[src/rtl/axi_line_pkg.sv]
// Shared types and constants for the AXI cache-line read master.
// Optional response checking is enabled with the macro AXI_LINE_RESP_CHK_EN.
package axi_line_pkg;

  typedef enum logic [1:0] {
    IDLE = 2'd0,
    ADDR = 2'd1,
    DATA = 2'd2,
    DONE = 2'd3
  } axi_line_state_e;

  localparam logic [1:0] AXI_BURST_INCR = 2'b01;

  localparam logic [1:0] RESP_OKAY   = 2'b00;
  localparam logic [1:0] RESP_SLVERR = 2'b10;
  localparam logic [1:0] RESP_DECERR = 2'b11;

  // Number of byte-offset bits inside one line.
  function automatic int line_offset_bits(input int beats, input int data_w);
    return $clog2(beats * data_w / 8);
  endfunction

  // AXI ARSIZE encoding for a full-width beat.
  function automatic int axsize_code(input int data_w);
    return $clog2(data_w / 8);
  endfunction

endpackage

[src/rtl/axi_line_buf.sv]
// Line storage: BEATS x DATA_W registers written by beat index, read in parallel.
// Beat 0 lives in the least-significant DATA_W bits of o_data.
module axi_line_buf #(
  parameter int BEATS  = 4,
  parameter int DATA_W = 32
) (
  input  logic                      clk,
  input  logic                      rstn,
  input  logic                      i_we,
  input  logic [$clog2(BEATS)-1:0]  i_idx,
  input  logic [DATA_W-1:0]         i_wdata,
  output logic [BEATS*DATA_W-1:0]   o_data
);

  logic [BEATS-1:0][DATA_W-1:0] r_mem;

  always_ff @(posedge clk) begin
    if (!rstn) begin
      r_mem <= '0;
    end else if (i_we) begin
      r_mem[i_idx] <= i_wdata;
    end
  end

  assign o_data = r_mem;

endmodule

[src/rtl/axi_line_read_master.sv]
// Fetches one aligned cache line with a single INCR AXI read burst and presents it whole.
// Define AXI_LINE_RESP_CHK_EN to flag bad RRESP/RID/RLAST on line_err.
module axi_line_read_master
  import axi_line_pkg::*;
#(
  parameter int ADDR_W   = 32,
  parameter int DATA_W   = 32,
  parameter int ID_W     = 4,
  parameter int BEATS    = 4,
  parameter int ARID_VAL = 0
) (
  input  logic                    clk,
  input  logic                    rstn,
  // request port
  input  logic                    req_valid,
  output logic                    req_ready,
  input  logic [ADDR_W-1:0]       req_addr,
  // line port
  output logic                    line_valid,
  input  logic                    line_ready,
  output logic [BEATS*DATA_W-1:0] line_data,
  output logic                    line_err,
  output logic                    busy,
  // AXI AR channel
  output logic [ID_W-1:0]         ARID,
  output logic [ADDR_W-1:0]       ARADDR,
  output logic [3:0]              ARLEN,
  output logic [2:0]              ARSIZE,
  output logic [1:0]              ARBURST,
  output logic                    ARVALID,
  input  logic                    ARREADY,
  // AXI R channel
  input  logic [ID_W-1:0]         RID,
  input  logic [DATA_W-1:0]       RDATA,
  input  logic [1:0]              RRESP,
  input  logic                    RLAST,
  input  logic                    RVALID,
  output logic                    RREADY,
  // debug view of the FSM
  output axi_line_state_e         o_dbg_state
);

  localparam int CNT_W = $clog2(BEATS);
  localparam int OFF_W = line_offset_bits(BEATS, DATA_W);
  localparam logic [ADDR_W-1:0] LINE_MASK = ~((ADDR_W'(1) << OFF_W) - ADDR_W'(1));
  localparam logic [2:0] SIZE_CODE = 3'(axsize_code(DATA_W));

  // All handshakes are valid/ready: a transfer happens on a clock edge where both
  // are high; a valid, once raised, holds its payload stable until that edge.

  axi_line_state_e   r_state;
  logic              r_req_ready;
  logic              r_arvalid;
  logic              r_rready;
  logic              r_line_valid;
  logic [ADDR_W-1:0] r_addr;
  logic [CNT_W-1:0]  r_beat_cnt;

  logic w_r_hs;
  logic w_last_slot;
  logic w_done;

  assign w_r_hs      = r_rready & RVALID;
  assign w_last_slot = (r_beat_cnt == CNT_W'(BEATS - 1));
  assign w_done      = w_r_hs & (RLAST | w_last_slot);

  // Output flags are registered alongside the state so none depends on an input.
  always_ff @(posedge clk) begin
    if (!rstn) begin
      r_state      <= IDLE;
      r_req_ready  <= 1'b1;
      r_arvalid    <= 1'b0;
      r_rready     <= 1'b0;
      r_line_valid <= 1'b0;
      r_addr       <= '0;
      r_beat_cnt   <= '0;
    end else begin
      case (r_state)
        IDLE: begin
          if (req_valid) begin
            r_state     <= ADDR;
            r_req_ready <= 1'b0;
            r_arvalid   <= 1'b1;
            r_addr      <= req_addr & LINE_MASK;
            r_beat_cnt  <= '0;
          end
        end
        ADDR: begin
          if (ARREADY) begin
            r_state   <= DATA;
            r_arvalid <= 1'b0;
            r_rready  <= 1'b1;
          end
        end
        DATA: begin
          if (w_r_hs) begin
            r_beat_cnt <= r_beat_cnt + CNT_W'(1);
          end
          if (w_done) begin
            r_state      <= DONE;
            r_rready     <= 1'b0;
            r_line_valid <= 1'b1;
          end
        end
        DONE: begin
          if (line_ready) begin
            r_state      <= IDLE;
            r_line_valid <= 1'b0;
            r_req_ready  <= 1'b1;
          end
        end
        default: begin
          r_state      <= IDLE;
          r_req_ready  <= 1'b1;
          r_arvalid    <= 1'b0;
          r_rready     <= 1'b0;
          r_line_valid <= 1'b0;
        end
      endcase
    end
  end

  axi_line_buf #(
    .BEATS  (BEATS),
    .DATA_W (DATA_W)
  ) u_buf (
    .clk     (clk),
    .rstn    (rstn),
    .i_we    (w_r_hs),
    .i_idx   (r_beat_cnt),
    .i_wdata (RDATA),
    .o_data  (line_data)
  );

`ifdef AXI_LINE_RESP_CHK_EN
  logic r_err;
  logic w_beat_err;

  // RLAST must coincide exactly with the final slot; any other pairing is a protocol error.
  assign w_beat_err = (RRESP == RESP_SLVERR) || (RRESP == RESP_DECERR) ||
                      (RID != ID_W'(ARID_VAL)) || (RLAST != w_last_slot);

  always_ff @(posedge clk) begin
    if (!rstn) begin
      r_err <= 1'b0;
    end else if (r_req_ready && req_valid) begin
      r_err <= 1'b0;
    end else if (w_r_hs && w_beat_err) begin
      r_err <= 1'b1;
    end
  end

  assign line_err = r_line_valid & r_err;
`else
  logic w_unused_resp;
  assign w_unused_resp = ^{RID, RRESP};
  assign line_err      = 1'b0;
`endif

  assign req_ready   = r_req_ready;
  assign busy        = ~r_req_ready;
  assign line_valid  = r_line_valid;
  assign RREADY      = r_rready;
  assign ARVALID     = r_arvalid;
  assign ARADDR      = r_addr;
  assign ARID        = r_arvalid ? ID_W'(ARID_VAL) : '0;
  assign ARLEN       = r_arvalid ? 4'(BEATS - 1) : 4'd0;
  assign ARSIZE      = r_arvalid ? SIZE_CODE : 3'd0;
  assign ARBURST     = r_arvalid ? AXI_BURST_INCR : 2'b00;
  assign o_dbg_state = r_state;

endmodule

[config.mk]
export PLATFORM = sky130hd
export DESIGN_NAME = axi_line_read_master
export DESIGN_NICKNAME = d
export VERILOG_FILES = /design/src/rtl/axi_line_pkg.sv /design/src/rtl/axi_line_buf.sv /design/src/rtl/axi_line_read_master.sv
export SDC_FILE = /design/constraint.sdc
export NUM_CORES = 1
export LEC_CHECK = 0
export CORE_UTILIZATION = 35
export DETAILED_ROUTE_END_ITERATION = 7
export DONT_BUFFER_PORTS = 1
export GPL_TIMING_DRIVEN = 0
export PLACE_DENSITY = 0.52
export SYNTH_ARGS = -nofsm -noshare
export SYNTH_HDL_FRONTEND = slang
export SYNTH_SLANG_ARGS = --single-unit
[constraint.sdc]
create_clock -name clk -period 1.6 [get_ports clk]
set_input_delay 0.16 -clock clk [delete_from_list [all_inputs] [get_ports clk]]
set_output_delay 0.16 -clock clk [all_outputs]
set_load 0.03 [all_outputs]
Word-level counts from Yosys, hierarchy flattened
Index checks and enable logic that the tools add are counted.
{"block": "totals", "reg_bits": 164}
{"block": "op_classes", "n_addsub": 1, "magnitude_cmp": 2, "n_eq_ne": 9, "mux": 26, "bitwise_logic": 4, "n_reduce_logical": 14}
{"cell": "$bwmux 128", "count": 1}
{"cell": "$demux 32 s2", "count": 1}
{"cell": "$mux 32", "count": 1}
{"cell": "$mux 2", "count": 8}
{"cell": "$reduce_and 3->1", "count": 5}
{"cell": "$ne 2x2->1 const B", "count": 5}
{"cell": "$reduce_bool 2->1", "count": 5}
{"cell": "$mux 1", "count": 9}
{"cell": "$pmux 1 s2", "count": 4}
{"cell": "$pmux 2 s4", "count": 1}
{"cell": "$eq 2x2->1 const B", "count": 3}
{"cell": "$pmux 2 s2", "count": 1}
{"cell": "$reduce_and 4->1", "count": 1}
{"cell": "$lt 2x3->1 const B", "count": 1}
{"cell": "$add 2x1->2 const B", "count": 1}
{"cell": "$and 1x1->1", "count": 2}
{"cell": "$eq 2x1->1 const B", "count": 1}
{"cell": "$ge 2x1->1 const B", "count": 1}
{"cell": "$logic_not 2->1", "count": 1}
{"cell": "$reduce_and 2->1", "count": 1}
{"cell": "$logic_and 1x1->1", "count": 1}
{"cell": "$not 1->1", "count": 1}
{"cell": "$or 1x1->1", "count": 1}

Logic depth before layout (Yosys ltp)
Gate-level depths: netlist of the first run.
{"block": "depth", "depth_word": 5, "depth_mapped": 7, "mapped_depth_nobuf": 5}

Hierarchy
A second synthesis of the first run with hierarchy kept.
{"block": "hier_totals", "cells_unflattened": 655, "hier_area_um2": 6485.0}
{"module": "axi_line_buf", "n_inst": 1, "cells_per_inst": 453, "area_per_inst_um2": 4789.6, "seq_area_each_um2": 2562.5}
{"module": "axi_line_read_master", "n_inst": 1, "cells_per_inst": 202, "area_per_inst_um2": 1695.4, "seq_area_each_um2": 720.7}

Least setup slack after synthesis of the first run
Ideal clock, no wire load.
{"block": "synth_timing", "kind": "register -> register", "startpoint": "register r_state[1], in the netlist o_dbg_state[1]", "endpoint": "register r_state[1], in the netlist o_dbg_state[1]", "arrival_ns": 1.618, "t_required_ns": 1.481, "slack_ns": -0.137, "path_stages_with_launch": 6, "path_buffers": 0, "cell_sequence": "dfxtp_1 inv_1 ha_1 and2b_2 a2111o_1 mux2i_1"}
{"block": "synth_via", "elab_chain_cells": 3, "elab_cells_between_ends": 10, "classes_between": "7 x eq/ne; 1 x mux; 2 x reduce/logical"}
{"element": "start, declared", "line_no": "axi_line_read_master.sv:51", "text": "axi_line_state_e r_state;"}
{"element": "start signal, assigned", "line_no": "axi_line_read_master.sv:70", "text": "r_state <= IDLE;"}
{"element": "start signal, assigned", "line_no": "axi_line_read_master.sv:81", "text": "r_state <= ADDR;"}
{"element": "start signal, assigned", "line_no": "axi_line_read_master.sv:90", "text": "r_state <= DATA;"}
{"element": "$eq 2x2->1, or another cell as far along", "line_no": "axi_line_read_master.sv:78", "text": "case (r_state)"}
{"element": "$ne 2x2->1 (no line)"}
{"element": "$reduce_and 4->1 (no line)"}
Several ways; a longest one is shown, not always the timed one.
A chain may end at the register's enable or synchronous reset.

Final worst setup path of the first run
{"block": "layout_timing", "startpoint": "register r_state[0], in the netlist o_dbg_state[0]", "endpoint": "register r_state[0], in the netlist o_dbg_state[0]"}
Same word-level chain as after synthesis.

==> summary.txt, run 1 <==
Outcome
  • Outcome: finished, violations left
  • Failing checks: DRC, setup timing

Setup path
  • R2R Path End: o_dbg_state[0]
  • Slowest stage delay, CP: 440 ps
  • Register-to-register path setup slack: -40 ps
  • Crit. End Element: register
  • Path depth of the worst reg2reg path: 5
  • Worst Setup SP: o_dbg_state[0]
  • CP cell instances: clkinvlp_4 > ha_2 > or2_4 > o41ai_4 > a21oi_2
  • CP arrival: between 1500 and 2000 ps
  • Worst Path Max Fanout: 8
  • CP max-delay cell: dfxtp_4
  • CP endpoint: o_dbg_state[0]
  • Critical path required time: 1900 ps
  • Reg2reg start: o_dbg_state[0]
  • Critical path class: register to register
  • CP startpoint kind: register

Clock network
  • Worst-Skew Late Latency: 420 ps
  • Root Driver: clkbuf_16
  • CTS tree: done
  • # clock sinks: about 160
  • Clock tree buffer depth: 2
  • CTS Buf Count: 17
  • H-tree Lvls: 4
  • Worst-path clk slew: ~60 ps

Final layout
  • Share of post-route cells with drive strength above 1: around an eighth
  • Synth-to-Final Area Change: 27.7%
  • Nets: 949
  • Post-Layout Inst Area: 8280 sq um
  • Filler Cell Count: between 1,500 and 2,000
  • Final design utilization: 45.8%
  • Multi-input gate area: approximately 2900 sq um
  • Ant. Diodes: 0
  • Register area: 3290 sq um

Timing
  • Max Freq: between 600 and 700 MHz
  • Count of final setup violators: 1
  • Final worst slack: -44.4 ps
  • Max transition margin: 58.2%
  • Min Tclk post-route: 1640 ps
  • RSZ-0062 raised after global routing: yes
  • Worst Tran Pin Value: around 630 ps
  • Max Slew Vio Count: 0
  • Final period util: 103%
  • Layout Skew: ~10 ps
  • Final Hold Viols: 0

Placed design
  • GP Congestion: 0.788
  • Port bufs: 0
  • Detailed Place HPWL: 14,100 microns
  • Area after DPL: 6830 sq um

Global routing
  • First-pass GRT wire length: ~30,000 microns
  • Vias in the first global route: 5,505
  • Largest net degree at the start of global routing: 17
  • Tot GR Track Use: 20.9%
  • Initial antenna violation count: 0
  • Grt ovf: 0

Run
  • Number of max-cap violations: 0

Power and ir drop
  • Combinational share of power: between 15 and 20%
  • PwrDens: about 1400 nW/um^2
  • Sw frac: 31.9%
  • Leakage: 2.95 nW
  • Share of power burned in registers: 45.3%
  • Total chip power: 0.0116 W
  • Net Sw Power: between 0.003 and 0.004 W
  • Clk pwr share: between 30% and 40%
  • Internal: approximately 0.008 W
  • Max VDD drop: 0.000664 V

Routing
  • Wirelength per Cell: 17.7 microns
  • Total number of vias: around 5,400
  • DR vias/cell: 4.88
  • 1st-pass router iterations: 7
  • Drc violations: 34
  • Initial DRC count: 223
  • ANT nets after route: 0
  • Total routed wirelength: 19,600 microns

Yosys
  • Number of enable flip-flop cells after synthesis: 0
  • Yosys warnings: 0
  • Sequential area share after synthesis: about half
  • Synth async-reset ratio: 0%
  • Commonest cells in the netlist: nand2_1, dfxtp_1, a21boi_0, clkbuf_1, a21boi_1
  • Yosys top cell area share: 50.6%
  • Synth area leaders: dfxtp_1, nand2_1, a21boi_0
  • Most common cell in the netlist: nand2_1
  • Netlist cell types: 28
  • Biggest area consumer among synthesized cells: dfxtp_1
  • Cell area after synthesis: 6490 sq um
  • Most used flip-flop cell after synthesis: dfxtp_1
  • Mapped Cells: 768
  • Avg Inst Size Synth: 8.45 sq um
  • Seq cells post-synth: 164

Die
  • # IOs: approximately 260
  • Initial Utilization: 35.9%
  • Cell Rows: 49
  • Core Area: 18,100 sq um
  • Chip Width: about 140 microns
  • Die Area: 19,100 sq um
  • Die Height: 138 microns

Hold path
  • Worst Hold Class: input port to register
-- power groups by stage --
| stage | sequential, W | combinational, W | clock, W |
|---|---|---|---|
| after floorplan | 0.00521 | 0.00123 | 0 |
| after global placement | 0.00529 | 0.00149 | 0 |
| after detailed placement | 0.00529 | 0.00154 | 0 |
| after CTS | 0.00522 | 0.00178 | 0.00441 |
| after global routing | 0.00528 | 0.00224 | 0.00458 |
| final | 0.00524 | 0.00203 | 0.00430 |
-- state kept, by name, indices dropped and copies added (netlist names) --
| name | cells |
|---|---|
| u_buf.o_data | 128 |
| RREADY | 1 |
| line_valid | 1 |
| o_dbg_state | 2 |
| ARVALID | 1 |
| r_beat_cnt | 2 |
| ARADDR | 28 |
| req_ready | 1 |
-- cell type report --
class	instances	share of cell area [%]
plain buffers	70	5.94
flip-flops and latches	164	39.8
well taps	229	3.46
inverters	7	0.393
multi-input cells	538	35.1
clock inverters	10	1.75
repair buffers	65	7.87
clock buffers	22	5.73
-- cells by family (layout without fill, tap and decap cells) --
logic type,after synthesis,count (layout),synth area share (%)
other,1,14,0.0578
and+or+nand+nor,340,340,20.3
adders and majority gates,9,9,1.74
muxes,3,3,0.463
AOI/OAI and AO/OA,172,172,20.0
DFF,164,164,50.6
buffers and inverters,79,174,6.79
-- worst min-delay path by stage --
stage / from / endpoint / cells past startpoint
after global placement: line_ready / line_valid / 1
after global routing: req_valid / req_ready / 3
after CTS: req_valid / req_ready / 3
final: req_valid / req_ready / 3
after detailed placement: line_ready / line_valid / 1
after floorplan: line_ready / line_valid / 1
-- per-layer routing --
metal	wire length, microns	vias up	track usage [%]
met1	7950	2524	23.3
met2	9500	209	36.4
met3	1810	20	8.00
met5	0	-	0
met4	312	0	7.45
li1	-	2635	-
-- critical path: cells and delay by family (launching register included) --
family	cells	cell delay, ps
AOI/OAI and AO/OA	2	380
adders and majority gates	1	260
buffers and inverters	1	160
DFF	1	440
and+or+nand+nor	1	270
-- cell usage in the layout, fill, tap and decap left out, drive strengths merged, types with 2 or more instances in the layout --
master,synthesis,final
mux2i,3,3
dfxtp,164,164
nand2,322,322
nor2b,2,2
clkinv,0,3
clkinvlp,0,3
and3,4,4
inv,7,8
a21oi,4,4
nand2b,2,2
o21ai,3,3
nand3,7,7
conb,1,14
o211ai,2,2
clkbuf,30,49
dlygate4sd3,0,64
a21boi,158,158
ha,9,9
buf,42,44
bufinv,0,3
-- per-stage QoR --
step	hold slack [ps]	setup WS (ps)	TNS, ps	cells
after floorplan	272	7.51	0	781
after global placement	279	-156	-10330	1010
after detailed placement	290	-267	-16860	1010
after CTS	49.8	1.49	0	1106
after global routing	63.5	-73.9	-302	1105
final	61.1	-44.4	-44.4	1105
-- repair_timing --
item / CTS / global route
hold endpoints to repair: 159 / 0
setup endpoints to repair: 144 / 80
hold buffers: 64 / 0
gates resized for setup: 31 / 55
setup buffers: 0 / 1
pin swaps: 0 / 3
No activity file was read; power rests on OpenSTA's default activity.
==> inputs of run 2 (changes only) <==
- CELL_PAD_IN_SITES_DETAIL_PLACEMENT: not set -> 0
- CELL_PAD_IN_SITES_GLOBAL_PLACEMENT: not set -> 1
- PLACE_DENSITY: 0.52 -> 0.67
- clock period: 1.6 -> 1.7 ns (I/O delays scaled with it)
==> summary.txt, run 2 (synthesis gave the netlist of run 1 again) <==
Die
  • # IOs: 258 (unchanged)
  • Die Area: 19,100 sq um (unchanged)
  • Core Area: 18,100 sq um (unchanged)
  • Cell Rows: 49 (unchanged)
  • Chip Width: 138 microns (unchanged)
  • Initial Utilization: 35.9% (unchanged)
  • Die Height: 138 microns (unchanged)

Timing
  • Final worst slack: 95.8 ps (was -44.4 ps)
  • Final period util: 94.4% (was 103%)
  • Layout Skew: 9.60 ps (was 10.2 ps)
  • Min Tclk post-route: 1600 ps (was 1640 ps)
  • Max Freq: 623 MHz (was 608 MHz)
  • Max Slew Vio Count: 0 (unchanged)
  • Final Hold Viols: 0 (unchanged)
  • Worst Tran Pin Value: 578 ps (was 627 ps)
  • Count of final setup violators: 0 (was 1)
  • RSZ-0062 raised after global routing: yes (unchanged)
  • Max transition margin: 61.4% (was 58.2%)

Final layout
  • Filler Cell Count: 1,808 (was 1,763)
  • Final design utilization: 44.9% (was 45.8%)
  • Share of post-route cells with drive strength above 1: 11.9% (was 12.6%)
  • Nets: 950 (was 949)
  • Post-route insts no fill: 1,107 (was 1,105)
  • Commonest non-fill, non-tap cell in the layout: nand2_1 (unchanged)
  • Post-Layout Inst Area: 8110 sq um (was 8280 sq um)
  • Commonest non-fill, non-tap cells in the layout: nand2_1, dfxtp_1, a21boi_0 (unchanged)
  • Max FFs per register: 128 (unchanged)
  • Multi-input gate area: 2840 sq um (was 2910 sq um)
  • Synth-to-Final Area Change: 25.1% (was 27.7%)
  • Register area: 3290 sq um (about the same)

Clock network
  • Worst-Skew Late Latency: 430 ps (was 420 ps)
  • Clock tree buffer depth: 2 (unchanged)
  • CTS Buf Count: 17 (unchanged)
  • H-tree Lvls: 4 (unchanged)
  • # clock sinks: 164 (unchanged)
  • Worst-path clk slew: 70 ps (was 60 ps)
  • CTS tree: done (unchanged)
  • Root Driver: clkbuf_16 (unchanged)

Routing
  • Total routed wirelength: 19,700 microns (was 19,600 microns)
  • Total number of vias: 5,384 (was 5,388)
  • Initial DRC count: 222 (was 223)
  • DR vias/cell: 4.86 (was 4.88)
  • ANT nets after route: 0 (unchanged)
  • 1st-pass router iterations: 7 (unchanged)
  • Wirelength per Cell: 17.8 microns (was 17.7 microns)
  • Drc violations: 34 (unchanged)

Power and ir drop
  • Clk pwr share: 36.2% (was 37.2%)
  • PwrDens: 1280 nW/um^2 (was 1400 nW/um^2)
  • Leakage: 2.91 nW (was 2.95 nW)
  • Internal: 0.00693 W (was 0.00787 W)
  • Sw frac: 33.4% (was 31.9%)
  • Combinational share of power: 16.6% (was 17.5%)
  • Net Sw Power: 0.00348 W (was 0.00369 W)
  • Max VDD drop: 0.000665 V (was 0.000664 V)
  • Share of power burned in registers: 47.2% (was 45.3%)

Run
  • Number of max-cap violations: 0 (unchanged)

Placed design
  • Port bufs: 0 (unchanged)
  • DP Worst Slack: -275 ps (was -267 ps)
  • Detailed Place HPWL: 14,200 microns (was 14,100 microns)
  • Area after DPL: 6820 sq um (was 6830 sq um)
  • GP Congestion: 0.795 (was 0.788)
  • Placed cells: 1,010 (unchanged)

Outcome
  • Failing checks: DRC (was DRC, setup timing)
  • Outcome: finished, violations left (unchanged)

Setup path
  • CP arrival: 1940 ps (about the same)
  • Worst Path Max Fanout: 10 (was 8)
  • R2R Path End: ARADDR[20] (was o_dbg_state[0])
  • Critical path class: register to register (unchanged)
  • Crit. End Element: register (unchanged)
  • Reg2reg start: o_dbg_state[0] (unchanged)
  • Path depth of the worst reg2reg path: 7 (was 5)
  • CP startpoint kind: register (unchanged)
  • Register-to-register path setup slack: 100 ps (was -40 ps)
  • Critical path required time: 2040 ps (was 1900 ps)

Global routing
  • Initial antenna violation count: 1 (was 0)
  • First-pass GRT wire length: 30,800 microns (was 30,600 microns)
  • Grt ovf: 0 (unchanged)
  • Largest net degree at the start of global routing: 17 (unchanged)
  • Tot GR Track Use: 21.2% (was 20.9%)
  • Vias in the first global route: 5,455 (was 5,505)

Hold path
  • Worst hold start: req_valid (unchanged)
  • Hold Crit Depth: 3 (unchanged)
  • Worst hold endpoint: req_ready (unchanged)
  • Worst Hold Class: input port to register (unchanged)
## run 2: cell count changes in the layout (fill, tap and decap cells not counted), sizes merged
cell,delta
clkbuf,+2
clkinvlp,+1
buf,-4
bufinv,-2
diode,+1
inv,+4
## run 2: stage by stage
stage,hold slack (ps),setup TNS (ps),total power (W)
5_1_grt,67.0,-205,0.0109
4_1_cts,36.2,0,0.0105
2_1_floorplan,282,0,0.00605
3_3_place_gp,287,-4240,0.00640
3_5_place_dp,288,-6980,0.00645
6_report,51.1,0,0.0104
## run 2: worst max-delay path by stage
| stage | startpoint | endpoint | slack, ps | depth (start not counted) |
|---|---|---|---|---|
| finish | o_dbg_state[0] | ARADDR[20] | 100 | 7 |
| global placement | o_dbg_state[0] | ARADDR[26] | -210 | 7 |
| global route | o_dbg_state[0] | ARADDR[21] | -70 | 7 |
| detailed placement | o_dbg_state[0] | ARADDR[25] | -280 | 7 |
| CTS | o_dbg_state[0] | ARADDR[21] | 6 | 7 |
| floorplan | o_dbg_state[0] | o_dbg_state[0] | 40 | 5 |
## run 2: critical path, stage by stage (launching register included)
cell and delay [ps]:
dfxtp_4 390, inv_1 160, ha_4 190, and2_1 120
clkbuf_4 190, buf_4 190, nand2_1 70, a21boi_0 200
## run 2: layout make-up
class / count / share of cell area, %
diodes: 1 / 0.0308
plain buffers: 72 / 5.64
clock buffers: 19 / 5.46
clock inverters: 13 / 1.54
inverters: 7 / 0.324
multi-input cells: 538 / 35.0
flip-flops and latches: 164 / 40.6
well taps: 229 / 3.53
repair buffers: 64 / 7.90
## run 2: what timing repair did
item / in CTS / in global routing
setup endpoints to repair: 104 / 87
resized for setup: 17 / 29
buffers inserted: 0 / 0
hold buffers: 64 / 0
endpoints found under the hold margin: 159 / 0
pin swaps: 0 / 0
## run 2: metal layers
layer	share of wire (%)	track usage (%)	up-vias
met5	0	0	-
met4	1.4	6.98	0
met3	7.8	6.79	21
met1	42	24.7	2556
li1	-	-	2631
met2	49	36.9	176
## run 2: power by group through the flow
stage          sequential (W)  clock (W)  combinational [W]
2_1_floorplan         0.00490          0            0.00115
3_3_place_gp          0.00498          0            0.00142
3_5_place_dp          0.00498          0            0.00147
4_1_cts               0.00492    0.00388            0.00167
5_1_grt               0.00495    0.00404            0.00194
6_report              0.00491    0.00377            0.00173
